**config.mk**
```make
export PLATFORM = sky130hd
export DESIGN_NAME = turn_controller
export DESIGN_NICKNAME = d
export VERILOG_FILES = /design/src/rtl/trax_link_pkg.sv /design/src/rtl/link_timer.sv /design/src/rtl/turn_controller.sv
export SDC_FILE = /design/constraint.sdc
export NUM_CORES = 1
export LEC_CHECK = 0
export ABC_CLOCK_PERIOD_IN_PS = 4400
export CAP_MARGIN = 10
export CELL_PAD_IN_SITES_DETAIL_PLACEMENT = 1
export CELL_PAD_IN_SITES_GLOBAL_PLACEMENT = 2
export CORE_MARGIN = 2
export CORE_UTILIZATION = 33
export CTS_CLUSTER_SIZE = 8
export DETAILED_ROUTE_END_ITERATION = 6
export PLACE_DENSITY_LB_ADDON = 0.3
export SYNTH_ARGS = -nofsm -noshare
export SYNTH_HDL_FRONTEND = slang
export SYNTH_HIERARCHICAL = 1
export SYNTH_SLANG_ARGS = --single-unit
```
**constraint.sdc**
```tcl
create_clock -name clock -period 4.4 [get_ports clock]
set_input_delay 1.1 -clock clock [delete_from_list [all_inputs] [get_ports clock]]
set_output_delay 1.1 -clock clock [all_outputs]
set_load 0.05 [all_outputs]
```
**src/rtl/trax_link_pkg.sv**
```systemverilog
// trax_link_pkg: definitions shared by the turn controller and the tranceiver
// link blocks.
//   MOVE_W        width of one move word on the link
//   link_state_t  turn-sequencer state encoding
//   WHITE/BLACK   colour constants (WHITE moves first)
//   timer_width   width of the shared guard/timeout down-counter
package trax_link_pkg;

  localparam int MOVE_W = 22;

  localparam logic WHITE = 1'b0;
  localparam logic BLACK = 1'b1;

  typedef enum logic [2:0] {
    S_START   = 3'd0,
    S_LOCAL   = 3'd1,
    S_GUARD   = 3'd2,
    S_REMOTE  = 3'd3,
    S_DELIVER = 3'd4,
    S_FAULT   = 3'd5
  } link_state_t;

  // Counter width for the larger of the two intervals. The counter only ever
  // holds (interval - 1), so $clog2 of the interval is enough. A width of at
  // least 1 is kept so that intervals of 1 or 2 still give a legal vector.
  function automatic int timer_width(input int a, input int b);
    int m;
    m = (a > b) ? a : b;
    return (m <= 2) ? 1 : $clog2(m);
  endfunction

endpackage

```
**src/rtl/link_timer.sv**
```systemverilog
// link_timer: loadable down-counter shared by the transmit guard and the
// remote-move timeout.
//   clk_i, rst_n_i  clock, asynchronous active-low reset
//   load_i          load load_val_i this cycle (takes priority over counting)
//   load_val_i      value to load; expire_o rises load_val_i cycles later
//   expire_o        count has reached zero (combinational decode of count)
module link_timer #(
  parameter int W = 8
) (
  input  logic         clk_i,
  input  logic         rst_n_i,
  input  logic         load_i,
  input  logic [W-1:0] load_val_i,
  output logic         expire_o
);

  logic [W-1:0] count_q;
  logic [W-1:0] count_d;

  // Counts down and parks at zero until the next load.
  always_comb begin
    count_d = count_q;
    if (load_i) begin
      count_d = load_val_i;
    end else if (count_q != '0) begin
      count_d = count_q - W'(1);
    end
  end

  always_ff @(posedge clk_i or negedge rst_n_i) begin
    if (!rst_n_i) begin
      count_q <= '0;
    end else begin
      count_q <= count_d;
    end
  end

  assign expire_o = (count_q == '0);

endmodule

```
**src/rtl/turn_controller.sv**
```systemverilog
// turn_controller: turn sequencer between the local game engine and the
// tranceiver link. Decides the local colour on the first move, alternates
// local and remote turns, guards the UART transmit window, and flags a remote
// timeout or an unexpected received move.
//   clock, reset                 clock, asynchronous active-low reset
//   local_move/valid/ready       local move from the engine
//   opp_move/valid/ready         opponent move to the engine
//   move_in, start_transmit      move and one-cycle send pulse to the tranceiver
//   move_out, end_receive, color received move, its strobe and its colour
//   my_color, my_turn            local colour, local-turn indicator
//   timeout, overrun             sticky fault flags
//   state_dbg                    current sequencer state
//
// Handshakes: a word moves on a rising edge where valid and ready are both
// high; valid never depends on ready, and the word is held stable while valid
// is high and ready is low.
module turn_controller
  import trax_link_pkg::*;
#(
  parameter int MOVE_W         = trax_link_pkg::MOVE_W,
  parameter int TX_GUARD       = 13100,
  parameter int TIMEOUT_CYCLES = 500000000
) (
  input  logic              clock,
  input  logic              reset,
  input  logic [MOVE_W-1:0] local_move,
  input  logic              local_valid,
  output logic              local_ready,
  output logic [MOVE_W-1:0] opp_move,
  output logic              opp_valid,
  input  logic              opp_ready,
  output logic [MOVE_W-1:0] move_in,
  output logic              start_transmit,
  input  logic [MOVE_W-1:0] move_out,
  input  logic              end_receive,
  input  logic              color,
  output logic              my_color,
  output logic              my_turn,
  output logic              timeout,
  output logic              overrun,
  output link_state_t       state_dbg
);

  localparam int TW = timer_width(TX_GUARD, TIMEOUT_CYCLES);
  localparam logic [TW-1:0] GUARD_LOAD   = TW'(TX_GUARD - 1);
  localparam logic [TW-1:0] TIMEOUT_LOAD = TW'(TIMEOUT_CYCLES - 1);

  link_state_t       state_q, state_d;
  logic [MOVE_W-1:0] move_in_q, move_in_d;
  logic [MOVE_W-1:0] opp_move_q, opp_move_d;
  logic [MOVE_W-1:0] hold_q, hold_d;
  logic              hold_full_q, hold_full_d;
  logic              my_color_q, my_color_d;
  logic              timeout_q, timeout_d;
  logic              overrun_q, overrun_d;
  logic              start_tx_q, start_tx_d;
  logic              tmr_load;
  logic [TW-1:0]     tmr_val;
  logic              tmr_expire;

  link_timer #(.W(TW)) u_timer (
    .clk_i      (clock),
    .rst_n_i    (reset),
    .load_i     (tmr_load),
    .load_val_i (tmr_val),
    .expire_o   (tmr_expire)
  );

  always_comb begin
    state_d     = state_q;
    move_in_d   = move_in_q;
    opp_move_d  = opp_move_q;
    hold_d      = hold_q;
    hold_full_d = hold_full_q;
    my_color_d  = my_color_q;
    timeout_d   = timeout_q;
    overrun_d   = overrun_q;
    start_tx_d  = 1'b0;
    tmr_load    = 1'b0;
    tmr_val     = GUARD_LOAD;

    case (state_q)
      S_START: begin
        // A received move decides the colours, so it beats a local move
        // arriving in the same cycle (local_ready is dropped for that cycle).
        if (end_receive) begin
          opp_move_d = move_out;
          my_color_d = ~color;
          state_d    = S_DELIVER;
        end else if (local_valid) begin
          move_in_d  = local_move;
          my_color_d = WHITE;
          start_tx_d = 1'b1;
          tmr_load   = 1'b1;
          state_d    = S_GUARD;
        end
      end

      S_LOCAL: begin
        if (local_valid) begin
          move_in_d  = local_move;
          start_tx_d = 1'b1;
          tmr_load   = 1'b1;
          state_d    = S_GUARD;
        end
        if (end_receive) begin
          overrun_d = 1'b1;
        end
      end

      S_GUARD: begin
        if (tmr_expire) begin
          // Last guard cycle: a held move, or one arriving right now, goes
          // straight to the engine; otherwise start waiting for the opponent.
          hold_full_d = 1'b0;
          if (hold_full_q) begin
            opp_move_d = hold_q;
            state_d    = S_DELIVER;
            if (end_receive) begin
              overrun_d = 1'b1;
            end
          end else if (end_receive) begin
            opp_move_d = move_out;
            state_d    = S_DELIVER;
          end else begin
            tmr_load = 1'b1;
            tmr_val  = TIMEOUT_LOAD;
            state_d  = S_REMOTE;
          end
        end else if (end_receive) begin
          if (hold_full_q) begin
            overrun_d = 1'b1;
          end else begin
            hold_d      = move_out;
            hold_full_d = 1'b1;
          end
        end
      end

      S_REMOTE: begin
        // A move on the terminal count still counts as arrived in time.
        if (end_receive) begin
          opp_move_d = move_out;
          state_d    = S_DELIVER;
        end else if (tmr_expire) begin
          timeout_d = 1'b1;
          state_d   = S_FAULT;
        end
      end

      S_DELIVER: begin
        if (opp_ready) begin
          state_d = S_LOCAL;
        end
        if (end_receive) begin
          overrun_d = 1'b1;
        end
      end

      S_FAULT: begin
        state_d = S_FAULT;
      end

      default: begin
        state_d = S_START;
      end
    endcase
  end

  always_ff @(posedge clock or negedge reset) begin
    if (!reset) begin
      state_q     <= S_START;
      move_in_q   <= '0;
      opp_move_q  <= '0;
      hold_q      <= '0;
      hold_full_q <= 1'b0;
      my_color_q  <= 1'b0;
      timeout_q   <= 1'b0;
      overrun_q   <= 1'b0;
      start_tx_q  <= 1'b0;
    end else begin
      state_q     <= state_d;
      move_in_q   <= move_in_d;
      opp_move_q  <= opp_move_d;
      hold_q      <= hold_d;
      hold_full_q <= hold_full_d;
      my_color_q  <= my_color_d;
      timeout_q   <= timeout_d;
      overrun_q   <= overrun_d;
      start_tx_q  <= start_tx_d;
    end
  end

  assign local_ready    = ((state_q == S_START) && !end_receive) || (state_q == S_LOCAL);
  assign my_turn        = (state_q == S_LOCAL);
  assign opp_valid      = (state_q == S_DELIVER);
  assign move_in        = move_in_q;
  assign opp_move       = opp_move_q;
  assign start_transmit = start_tx_q;
  assign my_color       = my_color_q;
  assign timeout        = timeout_q;
  assign overrun        = overrun_q;
  assign state_dbg      = state_q;

endmodule

```
======== Word-level counts from Yosys, hierarchy flattened ========
Index checks and enable logic that the tools add are counted.
W data, S select, Z words.
word-level totals
  register bits ........................... 103
  input bits .............................. 50
  output and inout bits ................... 54
  logic and storage cells ................. 87
cells by class
  $add $sub $neg .......................... 1
  eq/ne operators ......................... 11
  muxes and demuxes ....................... 39
  bitwise gates (word level) .............. 4
  reductions and logical operators ........ 22
operator list
  cell                     count
  $mux W29                 6
  $mux W22                 5
  $pmux W22 S2             2
  $logic_not A29 Y1        1
  $reduce_bool A29 Y1      1
  $sub A29 B1 Y29 const B  1
  $mux W3                  8
  $pmux W3 S6              1
  $mux W1                  14
  $reduce_bool A2 Y1       6
  $reduce_and A3 Y1        3
  $reduce_and A2 Y1        4
  $eq A3 B2 Y1 const B     2
  $eq A3 B3 Y1 const B     2
  $ne A2 B2 Y1 const B     3
  $ne A3 B3 Y1 const B     2
  $not A1 Y1               4
  $pmux W1 S2              2
  $reduce_and A4 Y1        1
  $reduce_or A2 Y1         2
  $eq A3 B1 Y1 const B     1
  $logic_not A3 Y1         1
  $pmux W1 S3              1
  $ne A2 B1 Y1 const B     1
  other kinds (3)          3

======== Logic depth before layout (Yosys ltp) ========
Gate-level depths: netlist of the first run.
  word-level depth ........................ 5
  mapped depth ............................ 17

======== Hierarchy ========
Netlist of the first run, hierarchy kept.
modules (own cells, without submodules)
  module           instances  cells an instance  area each (um^2)  sequential area each (um^2)
  turn_controller  1          284                3,342.0           1,851.8
  link_timer       1          200                1,762.9           725.7

======== Least setup slack after synthesis of the first run ========
Ideal clock, no wire load.
  path type ............................... reg2reg
  from .................................... reg u_timer.count_q[17]
  to ...................................... reg u_timer.count_q[19]
  library setup time ...................... 0.095 ns
  data arrival time ....................... 3.849 ns
  data required time ...................... 4.305 ns
  setup slack ............................. 0.456 ns
  stages on the path, launching flop included .. 16
  buffers on the path ..................... 7
  clock period less this slack ............ 3.944 ns
  cells stage by stage .................... dfrtp_1 > or4_4 > or3_4 > nor3_2 > buf_2 > clkbuf_1 > nor4bb_1 > clkbuf_1 > buf_2 > nand2_1 > nand2_1 > clkbuf_1 > buf_1 > clkbuf_1 > nand2_1 > o31ai_1
between the ends
  longest elaborated chain between the ends .. 4
  elaborated cells between the ends (all ways) .. 10
  classes of those cells .................. add/sub (1); mux (6); reduce/logical (3)
ends and longest elaborated chain
  item                                            line                    source
  from (decl)                                     link_timer.sv:17        logic [W-1:0] count_q;
  from (signal assigned)                          link_timer.sv:34        count_q <= count_d;
  $logic_not A29 Y1 (*)                           link_timer.sv:38        assign expire_o = (count_q == '0);
  via tmr_expire                                  turn_controller.sv:59   logic tmr_expire;
  $mux W1 (*)                                     turn_controller.sv:112  if (tmr_expire) begin
  $pmux W1 S3 (*)                                 turn_controller.sv:82   case (state_q)
  via tmr_load                                    turn_controller.sv:57   logic tmr_load;
  $mux W29 or $reduce_bool A2 Y1 (tied branches)  --
Mark *: on every way through the listed nets, which the timed path passes. The rest lies on a longest branch. The select of a mux whose other input is x is not followed.
A chain may end at the register's enable or synchronous reset.

======== Worst setup path in the final report of the first run ========
  from .................................... reg state_q[0], in the netlist state_dbg[0]
  to ...................................... out my_turn
between the ends
  longest elaborated chain between the ends .. 1
ends and longest elaborated chain
  item                    line                    source
  from (decl)             turn_controller.sv:48   link_state_t state_q, state_d;
  from (signal assigned)  turn_controller.sv:182  state_q <= state_d;
  $eq A3 B1 Y1            turn_controller.sv:195  assign my_turn = (state_q == S_LOCAL);
  to (decl)               turn_controller.sv:38   output logic my_turn,
Every way passes these cells.

==> reports/qor.yml, run 1 <==
setup_path:
  worstPathCellList: "inv_1 -> nor3_1 -> clkdlybuf4s50_1"
  cp_slowest_stage_delay_ns: 0.85
  cp_num_buf_inv: 2
  crit_required_ns: 3.30
  critical_path.top_delay_family: "buffers and inverters"
  start_kind: "register"
  r2r-start: "u_timer/count_q[25]"
  cp_max_fo: 18
  arrival_ns: 2.41
  endpoint_kind: "output pin"
  r2r_slack_ns: 1.04
  crit_path_start: "state_dbg[0]"
  crit_type: "reg2out"
  crit_path_top_delay_cell: "clkdlybuf4s50_1"
status:
  status: "finished, final reports clean"
timing:
  worst_pin_slew_ns: 0.754
  finClkSkew_ns: 0.00668
  max_slew_margin: 0.498
  max_freq_mhz: 285
  rsz0062_at_grt: "no"
  tns_ns: 0
  final_hold_viol_count: 0
  setup_viol: 0
  timing.final.crit_period_ns: 3.51
  finalCritPeriodShare: 0.797
  fin_hold_ws_ns: 0.469
  timing.final.max_slew_violations: 0
place:
  postPlaceCellArea_um2: 6410
  io_buffers: 103
  gp_congestion: 0.764
  place_hpwl_um: 8870
  dp_cells: 769
floorplanning:
  io_pins: 104
  die_area_um2: 16500
  start_util: 0.337
  fp-row-count: 45
  die_h_um: 128
  die_x_um: 128
  coreArea_um2: 15100
global_routing:
  grt_max_degree: 59
  grt_pass1_wl_um: 22500
  overflow: 0
  grt.total_usage: 0.173
  grt_pass1_vias: 4324
  antenna_found_initial: 0
yosys:
  ys_ff_latch: 103
  ys_seq_area_frac: 0.505
  async_reset_ff_frac: 1.00
  synthDominantCellAreaShare: 0.505
  synth_largest_area_cell: "dfrtp_1"
  ys.flop_type: "dfrtp_1"
  synth_area_um2: 5100
  ys_top_cells_by_area: "dfrtp_1 (50%), mux2_4 (5.9%), mux2_2 (5.7%)"
  yosys_warnings: 6
  ys_types: 57
  netlist_instances: 484
  synth_enable_flop_cells: 0
  syn_avg_cell_area_um2: 10.5
  synthMostInstantiatedCell: "dfrtp_1"
  synth.top_cells.by_count: "dfrtp_1 (103), inv_1 (55), nand2_1 (34), mux2_2 (26), nand3_1 (25)"
routing:
  viasPerCell: 5.11
  wl_per_cell_um: 17.0
  drcViolationCount: 0
  vias: 4012
  drt_iter0_markers: 188
  ant_nets: 0
  firstDrtPassIters: 4
  totalWireLength_um: 13300
min_path:
  hp-class: "reg2reg"
  min-delay-start: "timeout"
cells_and_area:
  synthToLayoutAreaGrowth_pct: 31.6
  antenna_cells: 0
  fillers: 1669
  final_nets: 644
  final_layout_size_suffix_gt1_frac: 0.152
  final_cell_area_um2: 6720
  regArea_um2: 2580
  multi_input_area_um2: 2230
  stdcell_count: 785
cts:
  post_cts_resized: 0
  post_cts_buffers: 0
  cts.clk_slew.worst_paths_ns: 0.07
  cts_tree: "yes"
  cts.hold.buffers_added: 0
  clock_latency_ns: 0.36
  cts_buffers: 9
  clockBufferDepth: 2
  root_buffer: "clkbuf_16"
  clock_sinks: 103
  h-tree-depth: 3
power:
  pwr-share-clk: 0.166
  p_leak_nw: 2.88
  power_mw: 5.02
  internal_power_mw: 2.82
  power_density_nw_per_um2: 747
  switchingPower_mw: 2.20
  seq_power_share: 0.334
  max-vdd-ir-drop_uv: 438
  swShare: 0.438
  comb_power_share: 0.501
run:
  cap_violations: 0
==> metrics by stage <==
| step | worst slack, ns | utilization |
|---|---|---|
| floorplan | 0.456 | - |
| global placement | 0.997 | 0.423 |
| detailed placement | 0.961 | 0.423 |
| CTS | 0.880 | 0.444 |
| global route | 0.604 | 0.444 |
| finish | 0.895 | 0.444 |
==> cells in the final DEF (no fill, tap or decap), types with 6 or more instances in the layout <==
master,count
dfrtp_1,103
clkdlybuf4s50_1,101
inv_1,55
nand2_1,34
mux2_2,26
nand3_1,25
o221ai_1,23
o21ai_0,22
mux2_4,20
nor2_1,18
buf_4,18
xnor2_1,13
nor4_1,12
conb_1,11
nor3_1,9
nand2b_1,9
clkbuf_16,9
nor2b_1,7
a21oi_1,6
==> final timing paths <==
kind / to / cells after the start
worst max-delay path: my_turn / 3
min in group asynchronous: opp_move[19] / 1
max in group asynchronous: hold_q[16] / 2
worst max register to register: u_timer/count_q[11] / 10
worst min-delay path: timeout / 1
worst min register to register: timeout / 1
==> power groups by stage <==
| stage | Combinational (mW) | Clock [mW] | Sequential (mW) |
|---|---|---|---|
| after global placement | 2.49 | 0 | 1.67 |
| after CTS | 2.55 | 0.864 | 1.68 |
| final | 2.51 | 0.832 | 1.68 |
| after floorplan | 0.994 | 0 | 2.38 |
| after detailed placement | 2.53 | 0 | 1.70 |
| after global routing | 2.69 | 0.902 | 1.74 |
==> routing by layer <==
| metal | global-route usage | vias to the layer above | share of wire |
|---|---|---|---|
| met5 | 0 | - | 0 |
| met3 | 0.0524 | 6 | 0.044 |
| met4 | 0.0401 | 0 | 0.0086 |
| li1 | - | 1901 | - |
| met2 | 0.288 | 70 | 0.49 |
| met1 | 0.222 | 2035 | 0.46 |
==> layout make-up <==
class                   instances  area share
clock buffers                   9      0.0335
clock inverters                 7      0.0121
inverters                      55      0.0307
multi-input cells             303       0.332
flip-flops and latches        103       0.384
well taps                     188      0.0350
repair buffers                120       0.174
==> registers in the layout, summed over array words and instances, names as in the netlist <==
| register | cells |
|---|---|
| move_in | 22 |
| hold_q | 22 |
| hold_full_q | 1 |
| opp_move | 22 |
| start_transmit | 1 |
| u_timer/count_q | 29 |
| timeout | 1 |
| my_color | 1 |
| overrun | 1 |
| state_dbg | 3 |
==> worst reg2reg max path: cells and delay by family, from the launching register on <==
family          cells  cell delay, ns
compound gates      2            0.27
flops               1            0.42
buf+inv             1            0.29
simple gates        7            2.26
==> cells by family (layout without fill, tap and decap cells) <==
kind of cell,Yosys count,count (layout),synth area share
and+or+nand+nor,140,140,0.147
AOI/OAI and AO/OA,85,85,0.123
DFF,103,103,0.505
muxes,48,48,0.121
other,2,11,0.00147
buffers and inverters,87,191,0.0694
xor gates and xnor gates,17,17,0.0292
adders and majority gates,2,2,0.00490
Note: power is estimated with default switching activity, not from simulation.
==> run 2, diff against run 1 <==
ABC_CLOCK_PERIOD_IN_PS = 3250   (was 4400)
clock period = 3.25 ns   (was 4.4 ns; I/O delays follow)
==> run 2 against run 1 <==
Register-to-register slack got worse by 0.74 ns. Highest routed layer unchanged. Largest power group unchanged. Critical path type is now reg2reg. Critical endpoint is now u_timer/count_q[26]. Clock skew decreased by 0.00073 ns. Final cell count increased by 0.76%. Sequential power increased by 33%. Largest cell class unchanged. Flip-flop and latch count unchanged. Clock power increased by 26%. Critical path depth increased by 6. Worst hold slack got worse by 0.059 ns. Via count increased by 1.4%. Worst setup slack got worse by 0.59 ns.
==> reports/qor.yml, run 2 (synthesis gave the netlist of run 1 again) <==
status:
  status: "finished, final reports clean"
setup_path:
  cp_num_buf_inv: 1  # -1
  critical_path.top_delay_family: "simple AND/OR/NAND/NOR gates"
  start_kind: "register"
  crit_required_ns: 3.47  # +0.17 ns
  critPathMostFrequentCell: "nand2_1"
  cp_slowest_stage_delay_ns: 0.57  # -0.28 ns
  crit_path_top_delay_cell: "or4_4"
  crit_type: "reg2reg"
  cp_max_fo: 19  # +1
  endpoint_kind: "register"
  worstPathCellList: "or4_4 -> or3_4 -> nor3_4 -> nor4bb_4 -> nand2_1 -> nand2_1 -> buf_4 -> or2_2 -> o21ai_0"
  arrival_ns: 3.17  # +0.76 ns
cells_and_area:
  antenna_cells: 0  # unchanged
  fin_util: 0.449  # +0.00504
  largest_reg_flops: 29  # unchanged
  layout_common_cells: "dfrtp_1 (103), clkdlybuf4s50_1 (101), inv_1 (55), nand2_1 (34), mux2_2 (26)"
  final_layout_size_suffix_gt1_frac: 0.163  # +0.0101
  layout.cells.most_common: "dfrtp_1"
  final_nets: 651  # +1.1%
  largest-register: "u_timer/count_q"
  fillers: 1654  # -0.90%
  synthToLayoutAreaGrowth_pct: 33.1
timing:
  worst_slack_ns: 0.301  # -0.594 ns
  final_hold_viol_count: 0  # unchanged
  worst_pin_slew_ns: 0.556  # -0.198 ns
  rsz0062_at_grt: "no"
  tns_ns: 0  # unchanged
  finalCritPeriodShare: 0.907
  setup_viol: 0  # unchanged
  max_freq_mhz: 339
  timing.final.max_slew_violations: 0  # unchanged
  max_slew_margin: 0.628  # +0.131
  finClkSkew_ns: 0.00595  # -0.000733 ns
  timing.final.crit_period_ns: 2.95
routing:
  wl_per_cell_um: 17.3  # +1.8%
  firstDrtPassIters: 4  # unchanged
  drcViolationCount: 0  # unchanged
  vias: 4070  # +1.4%
  ant_nets: 0  # unchanged
  totalWireLength_um: 13700  # +2.6%
  viasPerCell: 5.15  # +0.68%
  drt_iter0_markers: 136  # -28%
min_path:
  hp-class: "in2async"
cts:
  clockBufferDepth: 2  # unchanged
  post_cts_resized: 0  # unchanged
  post_cts_buffers: 0  # unchanged
  cts_buffers: 9  # unchanged
  cts.clk_slew.worst_paths_ns: 0.07  # about the same
  cts.hold.buffers_added: 0  # unchanged
  clock_latency_ns: 0.35  # about the same
  h-tree-depth: 3  # unchanged
  clock_sinks: 103  # unchanged
  root_buffer: "clkbuf_16"
  cts_tree: "yes"
floorplanning:
  die_area_um2: 16500  # unchanged
  die_h_um: 128  # unchanged
  fp-row-count: 45  # unchanged
  start_util: 0.337  # unchanged
  die_x_um: 128  # unchanged
  coreArea_um2: 15100  # unchanged
  io_pins: 104  # unchanged
global_routing:
  grt_max_degree: 71  # +20%
  grt_pass1_wl_um: 22500  # about the same
  overflow: 0  # unchanged
  grt_pass1_vias: 4353  # +0.67%
  antenna_found_initial: 0  # unchanged
  grt.total_usage: 0.173  # about the same
place:
  gp_congestion: 0.753  # -1.3%
  io_buffers: 103  # unchanged
  place_ws_ns: 0.304  # -0.657 ns
  place_hpwl_um: 9370  # +5.6%
run:
  cap_violations: 0  # unchanged
power:
  power_mw: 6.83  # +36%
  max-vdd-ir-drop_uv: 437  # -0.24%
  power_density_nw_per_um2: 1010  # +34%
  p_leak_nw: 2.94  # +1.9%
run 2: through the flow:
step	area [um^2]	std cells	hold slack, ns
after floorplan	5180	493	0.446
after global placement	6520	776	0.452
after detailed placement	6520	776	0.457
after CTS	6800	791	0.426
after global routing	6800	791	0.434
final	6800	791	0.410
run 2: area by class of cell:
| cell class | count | area, um^2 | area share |
|---|---|---|---|
| flip-flops and latches | 103 | 2580 | 0.379 |
| clock inverters | 5 | 41.3 | 0.00608 |
| clock buffers | 10 | 239 | 0.0352 |
| inverters | 55 | 206 | 0.0304 |
| multi-input cells | 303 | 2240 | 0.330 |
| repair buffers | 127 | 1260 | 0.185 |
| well taps | 188 | 235 | 0.0346 |
run 2: worst paths after layout:
| kind | startpoint | to | slack [ns] | cells past startpoint |
|---|---|---|---|---|
| min in group clock | timeout | timeout | 0.47 | 1 |
| max reg2reg | u_timer/count_q[17] | u_timer/count_q[26] | 0.30 | 9 |
| max in group asynchronous | reset | u_timer/count_q[15] | 2.07 | 2 |
| min | reset | opp_move[17] | 0.41 | 1 |
| max | u_timer/count_q[17] | u_timer/count_q[26] | 0.30 | 9 |
| min reg2reg | timeout | timeout | 0.47 | 1 |
run 2: report_power, final:
part	internal, mW	total, mW	switching, mW
combinational	1.43	3.56	2.13
clock	0.545	1.05	0.501
sequential	1.84	2.23	0.384
run 2: routing by layer:
metal  vias to the layer above  global-route usage  wire length [um]
met5                         -                   0                 0
met4                         0              0.0440               130
met3                         7              0.0374               563
met2                        75               0.289              6560
met1                      2078               0.229              6420
li1                       1910                   -                 -
==> run 3, diff against run 2 <==
CORE_MARGIN = default   (was 2)
MAX_ROUTING_LAYER = met4   (was default)
==> run 3 against run 2 <==
Clock power increased by 10%. Non-clock buffer count increased by 2. Count of clock-buffer cells in the layout did not move. Global-route usage is 1.7 points higher. Worst setup slack better by 0.0073 ns. Register-to-register slack hardly changed. Combinational power about the same. Largest cell class unchanged.
==> reports/qor.yml, run 3 (synthesis gave the netlist of run 1 again) <==
status:
  status: "finished, final reports clean"
floorplanning:
  start_util: 0.337  # unchanged
  die_h_um: 126  # -1.6%
  die_x_um: 126  # -1.6%
  coreArea_um2: 15100  # unchanged
  io_pins: 104  # unchanged
  fp-row-count: 45  # unchanged
  die_area_um2: 16000  # -3.1%
global_routing:
  grt_pass1_vias: 4508  # +3.6%
  antenna_found_initial: 0  # unchanged
  grt_max_degree: 60  # -15%
  grt_pass1_wl_um: 23200  # +3.3%
  overflow: 0  # unchanged
  grt.total_usage: 0.189  # +0.0167
setup_path:
  endpoint: "u_timer/count_q[12]"
  cp_max_fo: 14  # -5
  crit_path_start: "u_timer/count_q[17]"
  r2r_slack_ns: 0.31  # about the same
  endpoint_kind: "register"
  start_kind: "register"
  timing.rr.end: "u_timer/count_q[12]"
  crit_type: "reg2reg"
  rr_worst_depth: 10  # +1
  crit_required_ns: 3.46  # about the same
  r2r-start: "u_timer/count_q[17]"
  arrival_ns: 3.15  # -0.02 ns
place:
  place_hpwl_um: 9100  # -2.9%
  gp_congestion: 0.780  # +3.6%
  place_ws_ns: 0.327  # +0.0230 ns
  io_buffers: 103  # unchanged
cells_and_area:
  synthToLayoutAreaGrowth_pct: 34.3
  final_layout_size_suffix_gt1_frac: 0.167  # +0.00415
  antenna_cells: 0  # unchanged
  fillers: 1671  # +1.0%
  final_nets: 653  # +0.31%
  layout.cells.most_common: "dfrtp_1"
  largest-register: "u_timer/count_q"
  largest_reg_flops: 29  # unchanged
  layout_common_cells: "dfrtp_1 (103), clkdlybuf4s50_1 (101), inv_1 (55), nand2_1 (34), mux2_2 (26)"
routing:
  dr_wl_met3_um: 369  # -34%
  dr.max_layer_used: "met4"
  firstDrtPassIters: 5  # +1
  vias: 4026  # -1.1%
  totalWireLength_um: 13600  # -0.40%
  met2WireLength_um: 6620  # +0.95%
  viasPerCell: 5.07  # -1.5%
  wl_met1_um: 6400  # -0.23%
  drt_iter0_markers: 208  # +53%
  drcViolationCount: 0  # unchanged
  ant_nets: 0  # unchanged
  wl_per_cell_um: 17.1  # -0.78%
timing:
  finClkSkew_ns: 0.00791  # +0.00196 ns
  setup_viol: 0  # unchanged
  finalCritPeriodShare: 0.905  # -0.00224
  max_freq_mhz: 340  # +0.25%
  timing.final.crit_period_ns: 2.94  # -0.00727 ns
  timing.final.max_slew_violations: 0  # unchanged
  final_hold_viol_count: 0  # unchanged
  worst_pin_slew_ns: 0.642  # +0.0867 ns
  tns_ns: 0  # unchanged
  max_slew_margin: 0.572  # -0.0566
  worst_slack_ns: 0.308  # +0.00727 ns
  rsz0062_at_grt: "no"
cts:
  cts_buffers: 9  # unchanged
  post_cts_buffers: 0  # unchanged
  root_buffer: "clkbuf_16"
  cts.clk_slew.worst_paths_ns: 0.07  # about the same
  h-tree-depth: 3  # unchanged
  clock_sinks: 103  # unchanged
  clockBufferDepth: 2  # unchanged
  cts.hold.buffers_added: 0  # unchanged
  post_cts_resized: 0  # unchanged
  clock_latency_ns: 0.36  # about the same
  cts_tree: "yes"
min_path:
  hp-class: "in2async"
run:
  cap_violations: 0  # unchanged
power:
  max-vdd-ir-drop_uv: 380  # -13%
  power_density_nw_per_um2: 1010  # +0.77%
  p_leak_nw: 2.97  # +1.1%
## run 3: cell types whose count changed in the layout (fill, tap and decap cells not counted), sizes merged
cell      before  now
clkinvlp       2    1
clkinv         0    1
buf           26   28
bufinv         0    1
## run 3: how the worst min path moves through the flow
stage	endpoint	slack [ns]	start
after floorplan	u_timer/count_q[11]	0.45	u_timer/count_q[11]
after global placement	timeout	0.45	timeout
after detailed placement	overrun	0.46	overrun
after CTS	overrun	0.48	overrun
after global routing	overrun	0.50	overrun
final	opp_move[19]	0.47	reset
## run 3: worst max-delay path: stages (launching register included)
cell and delay [ns]:
dfrtp_1 0.41, or4_4 0.56, or3_4 0.44, nor3_4 0.15, nor4bb_4 0.23, nand2_1 0.16
nand2_1 0.21, nor2b_1 0.09, nor2b_1 0.14, a221oi_1 0.22, o21ai_0 0.16
## run 3: cell type report
class	instances	area, um^2	share of cell area
sequential	103	2580	0.376
inverter	55	206	0.0301
multi-input combinational	303	2240	0.327
tap	188	235	0.0343
clock inverter	6	75.1	0.0109
timing repair buffer	129	1280	0.187
clock buffer	10	239	0.0348
## run 3: stage by stage
step	hold WS [ns]	area [um^2]	utilization	total power, mW	std cells
detailed placement	0.456	6540	0.432	5.83	778
CTS	0.478	6860	0.453	7.02	794
finish	0.470	6860	0.453	6.95	794
floorplan	0.446	5180	-	4.58	493
global placement	0.448	6540	0.432	5.74	778
global route	0.498	6860	0.453	7.33	794
## run 3: power by group
part / internal, mW / switching (mW) / leakage (nW) / total (mW)
combinational: 1.45 / 2.11 / 1.56 / 3.56
sequential: 1.84 / 0.391 / 1.26 / 2.23
clock: 0.632 / 0.525 / 0.152 / 1.16
## run 3: layer usage
| layer | GRT usage | vias to the layer above |
|---|---|---|
| li1 | - | 1919 |
| met1 | 0.239 | 2021 |
| met2 | 0.311 | 70 |
| met3 | 0.0245 | 16 |
| met4 | 0.0716 | 0 |
| met5 | - | - |
